**src/rtl/wallace_mac_if.sv**
```systemverilog
// Handshake bundle for wallace_mac: operand stream in, accumulated result out.
interface wallace_mac_if #(
  parameter int unsigned ACC_W = 24,
  parameter int unsigned CNT_W = 8
) ();
  logic             in_valid;
  logic             in_ready;
  logic [7:0]       a;
  logic [7:0]       b;
  logic             in_last;
  logic             out_valid;
  logic             out_ready;
  logic [ACC_W-1:0] out_sum;
  logic [CNT_W-1:0] out_count;
  logic             out_ovf;

  modport master (
    output in_valid, a, b, in_last, out_ready,
    input  in_ready, out_valid, out_sum, out_count, out_ovf
  );

  modport slave (
    input  in_valid, a, b, in_last, out_ready,
    output in_ready, out_valid, out_sum, out_count, out_ovf
  );
endinterface

```
**src/rtl/wallace_mac.sv**
```systemverilog
// Pipelined multiply-accumulate behind an 8x8 Wallace-tree multiplier.
// Optional WALLACE_MAC_SATURATE_EN clamps the sum on overflow instead of wrapping.
module wallace_mac #(
  parameter int unsigned ACC_W = 24,
  parameter int unsigned CNT_W = 8
) (
  input  logic          clk,
  input  logic          rst,
  wallace_mac_if.slave  bus
);
  localparam int unsigned SUM_W = ACC_W + 1;
  localparam logic [CNT_W-1:0] CNT_MAX = '1;

  logic             w_adv;
  logic             r_s1_v;
  logic             r_s1_last;
  logic [7:0]       r_s1_a;
  logic [7:0]       r_s1_b;
  logic [15:0]      w_asn;
  logic             r_s2_v;
  logic             r_s2_last;
  logic [15:0]      r_s2_p;
  logic [ACC_W-1:0] r_acc;
  logic [CNT_W-1:0] r_cnt;
  logic             r_ovf;
  logic [SUM_W-1:0] w_nxt;
  logic             w_carry;
  logic [ACC_W-1:0] w_acc_nxt;
  logic [CNT_W-1:0] w_cnt_nxt;
  logic             w_done;
  logic             r_out_valid;
  logic [ACC_W-1:0] r_out_sum;
  logic [CNT_W-1:0] r_out_count;
  logic             r_out_ovf;

  // Whole pipeline moves in lockstep; only a held, unconsumed result stalls it.
  assign w_adv        = !r_out_valid || bus.out_ready;
  assign bus.in_ready = w_adv;

  always_ff @(posedge clk) begin
    if (rst) begin
      r_s1_v    <= 1'b0;
      r_s1_last <= 1'b0;
      r_s1_a    <= 8'd0;
      r_s1_b    <= 8'd0;
    end else if (w_adv) begin
      r_s1_v <= bus.in_valid;
      if (bus.in_valid) begin
        r_s1_a    <= bus.a;
        r_s1_b    <= bus.b;
        r_s1_last <= bus.in_last;
      end
    end
  end

  wallace u_wallace (
    .a   (r_s1_a),
    .b   (r_s1_b),
    .asn (w_asn)
  );

  always_ff @(posedge clk) begin
    if (rst) begin
      r_s2_v    <= 1'b0;
      r_s2_last <= 1'b0;
      r_s2_p    <= 16'd0;
    end else if (w_adv) begin
      r_s2_v    <= r_s1_v;
      r_s2_last <= r_s1_last;
      r_s2_p    <= w_asn;
    end
  end

  assign w_nxt     = SUM_W'(r_acc) + SUM_W'(r_s2_p);
  assign w_carry   = w_nxt[ACC_W];
  assign w_cnt_nxt = (r_cnt == CNT_MAX) ? r_cnt : r_cnt + CNT_W'(1);
  assign w_done    = r_s2_v && r_s2_last;

`ifdef WALLACE_MAC_SATURATE_EN
  assign w_acc_nxt = w_carry ? {ACC_W{1'b1}} : w_nxt[ACC_W-1:0];
`else
  assign w_acc_nxt = w_nxt[ACC_W-1:0];
`endif

  // Completion loads the result and restarts the accumulator on the same edge.
  always_ff @(posedge clk) begin
    if (rst) begin
      r_acc       <= '0;
      r_cnt       <= '0;
      r_ovf       <= 1'b0;
      r_out_valid <= 1'b0;
      r_out_sum   <= '0;
      r_out_count <= '0;
      r_out_ovf   <= 1'b0;
    end else if (w_adv) begin
      r_out_valid <= w_done;
      if (w_done) begin
        r_out_sum   <= w_acc_nxt;
        r_out_count <= w_cnt_nxt;
        r_out_ovf   <= r_ovf | w_carry;
        r_acc       <= '0;
        r_cnt       <= '0;
        r_ovf       <= 1'b0;
      end else if (r_s2_v) begin
        r_acc <= w_acc_nxt;
        r_cnt <= w_cnt_nxt;
        r_ovf <= r_ovf | w_carry;
      end
    end
  end

  assign bus.out_valid = r_out_valid;
  assign bus.out_sum   = r_out_sum;
  assign bus.out_count = r_out_count;
  assign bus.out_ovf   = r_out_ovf;
endmodule

// 8x8 unsigned multiplier: eight partial products folded by a 3:2 carry-save tree.
module wallace (
  input  logic [7:0]  a,
  input  logic [7:0]  b,
  output logic [15:0] asn
);
  logic [15:0] w_pp [8];
  logic [15:0] w_s0, w_c0, w_s1, w_c1, w_s2, w_c2;
  logic [15:0] w_s3, w_c3, w_s4, w_c4, w_s5, w_c5;

  function automatic logic [15:0] csa_s(input logic [15:0] x, input logic [15:0] y,
                                        input logic [15:0] z);
    return x ^ y ^ z;
  endfunction

  function automatic logic [15:0] csa_c(input logic [15:0] x, input logic [15:0] y,
                                        input logic [15:0] z);
    return ((x & y) | (x & z) | (y & z)) << 1;
  endfunction

  for (genvar gi = 0; gi < 8; gi++) begin : g_pp
    assign w_pp[gi] = b[gi] ? (16'(a) << gi) : 16'd0;
  end

  // Level 1: 8 -> 6 rows
  assign w_s0 = csa_s(w_pp[0], w_pp[1], w_pp[2]);
  assign w_c0 = csa_c(w_pp[0], w_pp[1], w_pp[2]);
  assign w_s1 = csa_s(w_pp[3], w_pp[4], w_pp[5]);
  assign w_c1 = csa_c(w_pp[3], w_pp[4], w_pp[5]);
  // Level 2: 6 -> 4 rows
  assign w_s2 = csa_s(w_s0, w_c0, w_s1);
  assign w_c2 = csa_c(w_s0, w_c0, w_s1);
  assign w_s3 = csa_s(w_c1, w_pp[6], w_pp[7]);
  assign w_c3 = csa_c(w_c1, w_pp[6], w_pp[7]);
  // Level 3: 4 -> 3 rows, level 4: 3 -> 2 rows
  assign w_s4 = csa_s(w_s2, w_c2, w_s3);
  assign w_c4 = csa_c(w_s2, w_c2, w_s3);
  assign w_s5 = csa_s(w_s4, w_c4, w_c3);
  assign w_c5 = csa_c(w_s4, w_c4, w_c3);

  assign asn = w_s5 + w_c5;
endmodule

```
**src/flat_wrapper.sv**
```systemverilog
// flat-port wrapper written by rule: the top's interface ports become plain ports
module wallace_mac_flat 
#(
  parameter int unsigned ACC_W = 24,
  parameter int unsigned CNT_W = 8
)
  (clk, rst, bus_in_valid, bus_a, bus_b, bus_in_last, bus_out_ready, bus_in_ready, bus_out_valid, bus_out_sum, bus_out_count, bus_out_ovf);
  wallace_mac_if #(.ACC_W(ACC_W), .CNT_W(CNT_W)) bus_i ();
  input  logic clk;
  input  logic rst;
  input wire logic [$bits(bus_i.in_valid)-1:0] bus_in_valid;
  input wire logic [$bits(bus_i.a)-1:0] bus_a;
  input wire logic [$bits(bus_i.b)-1:0] bus_b;
  input wire logic [$bits(bus_i.in_last)-1:0] bus_in_last;
  input wire logic [$bits(bus_i.out_ready)-1:0] bus_out_ready;
  output wire logic [$bits(bus_i.in_ready)-1:0] bus_in_ready;
  output wire logic [$bits(bus_i.out_valid)-1:0] bus_out_valid;
  output wire logic [$bits(bus_i.out_sum)-1:0] bus_out_sum;
  output wire logic [$bits(bus_i.out_count)-1:0] bus_out_count;
  output wire logic [$bits(bus_i.out_ovf)-1:0] bus_out_ovf;
  assign bus_i.in_valid = bus_in_valid;
  assign bus_i.a = bus_a;
  assign bus_i.b = bus_b;
  assign bus_i.in_last = bus_in_last;
  assign bus_i.out_ready = bus_out_ready;
  assign bus_in_ready = bus_i.in_ready;
  assign bus_out_valid = bus_i.out_valid;
  assign bus_out_sum = bus_i.out_sum;
  assign bus_out_count = bus_i.out_count;
  assign bus_out_ovf = bus_i.out_ovf;
  wallace_mac #(.ACC_W(ACC_W), .CNT_W(CNT_W)) u_core (.clk(clk), .rst(rst), .bus(bus_i));
endmodule
```
**config.mk**
```make
export PLATFORM = sky130hd
export DESIGN_NAME = wallace_mac_flat
export DESIGN_NICKNAME = d
export VERILOG_FILES = /design/src/rtl/wallace_mac_if.sv /design/src/rtl/wallace_mac.sv /design/src/flat_wrapper.sv
export SDC_FILE = /design/constraint.sdc
export NUM_CORES = 1
export LEC_CHECK = 0
export ABC_AREA = 1
export CORE_ASPECT_RATIO = 0.6
export CORE_MARGIN = 5
export CORE_UTILIZATION = 30
export CTS_BUF_LIST = sky130_fd_sc_hd__clkbuf_8
export CTS_CLUSTER_DIAMETER = 40
export DETAILED_ROUTE_END_ITERATION = 6
export GPL_TIMING_DRIVEN = 0
export PLACE_DENSITY_LB_ADDON = 0.08
export SYNTH_ARGS = -nofsm -noshare
export SYNTH_HDL_FRONTEND = slang
export SYNTH_SLANG_ARGS = --single-unit
```
**constraint.sdc**
```tcl
create_clock -name clk -period 6.1 [get_ports clk]
set_clock_uncertainty 0.15 [all_clocks]
set_input_delay 1.22 -clock clk [delete_from_list [all_inputs] [get_ports clk]]
set_output_delay 1.22 -clock clk [all_outputs]
set_load 0.03 [all_outputs]
```
==> results.toml <==
[min_path]
hold_path_depth = 2
min_from = "u_core.r_cnt[6]"
min_path_type = "reg -> reg"
min_to = "u_core.r_cnt[6]"

[critical_path]
worstReg2RegStart = "u_core.r_s1_b[4]"
arrival_ns = 3.24
start_kind = "primary input"
r2r_slack_ns = 1.49
path_class = "in -> out"
crit_path_cell_trace = "clkdlybuf4s50_1, nor2_4, inv_2, clkbuf_1, clkdlybuf4s50_1"
crit_path_max_incr_delay_ns = 0.79
worstPathMaxFanout = 10
cpMostUsedCell = "clkdlybuf4s50_1"
crit_path_end_kind = "output pin"
r2r_cells = 18
required_ns = 4.73
r2r_end = "u_core.r_s2_p[15]"
slowest_stage = "clkdlybuf4s50_1"

[power_and_ir_drop]
clkPwrFrac = 0.327
combPwrFrac = 0.191
swShare = 0.316
p_sw_uw = 465
p_int_uw = 1000
pwr-share-seq = 0.482
irDropWorstVdd_mv = 0.0873
leakage_uw = 0.00445
power_density_nw_per_um2 = 173

[clocking]
cts_tree = "done"
clock_latency_ns = 0.41
htreeDepth = 3
cts_buffers = 9
post_cts_buffers = 0
cts_max_path_buffers = 2
cts_sinks = 103
clkSlewWorstSetupHoldPaths_ns = 0.10
cts_root_buffer = "clkbuf_8"
ctsHoldBuffers = 0
post_cts_resize_count = 0

[placed_design]
io_buffers = 55
hpwl_um = 18200
place_ws_ns = 1.48
gp_congestion = 0.875

[logic_synthesis]
synth_top_area_cell = "dfxtp_1"
syn_nets = 1213
synth_seq_cells = 103
synth_ff_type = "dfxtp_1"
yosys_warnings = 0
synth_common_cells = "nand2_1 (307), inv_1 (199), nor2_1 (137), dfxtp_1 (103), a21oi_1 (59)"
yosysMostFrequentCell = "nand2_1"
avgSynthCellArea_sq_um = 6.61
ys_seq_area_frac = 0.281
netlist_instances = 1110
synth_edf_count = 0
synth_area_sq_um = 7340
async_reset_ff_frac = 0
ys_types = 35
yosysTopAreaCellShare = 0.281
synthTopCellsByArea = "dfxtp_1 (28%), nand2_1 (16%), fa_1 (11%)"

[detailed_routing]
wl_um = 22200
dr.pass1.iters = 5
vias = 6741
ant_nets = 0
viasPerCell = 4.49
drtIter0Drc = 493
post_drt_wl_per_cell_um = 14.8
drc = 0

[floorplanning]
num_io_pins = 56
core_area_sq_um = 24100
rows = 44
die_y_um = 131
start_util = 0.304
die_x_um = 212
die_area_sq_um = 27800

[layout]
layout-drive-gt1-share = 0.0415
area_delta_synth_final_pct = 15.9
nNetsFinal = 1279
insertedDiodeCount = 0

[global_routing]
antenna_found_initial = 2
grt_overflow = 0
grt_pass1_wl_um = 36500
grt_pass1_vias = 6584
grt.total_usage = 0.165
grt_max_degree = 19

[sta]
fin_crit_ns = 4.61
relSlewSlack = 0.514
whs_ns = 0.322
finalCritPeriodShare = 0.755
fin_tns_setup_ns = 0
max_slew.worst_pin.slew_ns = 0.728
rsz0062_at_grt = "no"
fin_ws_ns = 1.49
setup_viol = 0
maxSlewViolCount = 0
max_freq_mhz = 217
finalHoldViolCount = 0

[run]
max_cap_violations = 0

[run_status]
status = "finished clean"
-- metrics by stage --
step / total power [uW] / cells / area (sq um) / utilization
6_report: 1470 / 1503 / 8510 / 0.353
2_1_floorplan: 916 / 1110 / 7340 / -
4_1_cts: 1500 / 1503 / 8510 / 0.353
3_3_place_gp: 1010 / 1487 / 8290 / 0.344
5_1_grt: 1570 / 1503 / 8510 / 0.353
3_5_place_dp: 1010 / 1487 / 8290 / 0.344
-- critical path, delay by kind of cell --
family | cells | cell delay [ns]
buffers and inverters | 4 | 1.92
AND/OR/NAND/NOR | 1 | 0.09
-- layer usage --
metal,global-route usage,share of wire
met1,0.289,0.60
met2,0.201,0.34
met3,0.0350,0.054
met4,0.0225,0.0050
met5,0,0
-- placed cells by master, fill, tap and decap left out, drive strengths merged, types with 2 or more instances in the layout --
cell / count
a21o: 2
a21oi: 59
buf: 13
clkbuf: 41
clkdlybuf4s50: 55
dfxtp: 103
fa: 40
ha: 42
inv: 206
nand2: 312
nand3: 48
nand3b: 4
nand4: 7
nor2: 144
nor3: 7
o211ai: 5
o21ai: 62
o21bai: 5
or2: 2
xnor2: 5
xor2: 11
-- how the worst max path moves through the flow --
stage	slack (ns)	start	cells past startpoint	end
floorplan	2.06	u_core.r_s1_a[7]	15	u_core.r_s2_p[10]
global placement	1.47	bus_out_ready	5	bus_in_ready
detailed placement	1.48	bus_out_ready	5	bus_in_ready
CTS	1.47	bus_out_ready	5	bus_in_ready
global route	1.17	u_core.r_s1_b[3]	17	u_core.r_s2_p[14]
finish	1.49	bus_out_ready	5	bus_in_ready
-- flip-flops by register name, indices dropped and copies added, names as in the netlist --
register              count
u_core.bus.out_count      8
u_core.bus.out_ovf        1
u_core.bus.out_sum       24
u_core.bus.out_valid      1
u_core.r_acc             24
u_core.r_cnt              8
u_core.r_ovf              1
u_core.r_s1_a             8
u_core.r_s1_b             8
u_core.r_s1_last          1
u_core.r_s1_v             1
u_core.r_s2_last          1
u_core.r_s2_p            16
u_core.r_s2_v             1
-- power groups by stage --
stage               registers (uW)  clock network, uW  logic [uW]
floorplan                      727                  0         189
global placement               724                  0         283
detailed placement             724                  0         284
CTS                            709                502         285
global route                   712                529         326
finish                         709                480         281
-- cell families after synthesis --
group / synth area share
simple gates: 0.291
buf+inv: 0.129
compound gates: 0.0990
flops: 0.281
fa+ha+maj: 0.181
xor+xnor: 0.0191
-- layout make-up --
| class | instances | area [sq um] |
|---|---|---|
| Timing Repair Buffer | 55 | 551 |
| Tap cell | 322 | 403 |
| Inverter | 203 | 762 |
| Clock inverter | 6 | 73.8 |
| Sequential cell | 103 | 2060 |
| Clock buffer | 10 | 138 |
| Fill cell | 2684 | 15600 |
| Multi-Input combinational cell | 760 | 4330 |
| Buffer | 44 | 188 |
Power figures use the tool's default switching activity.
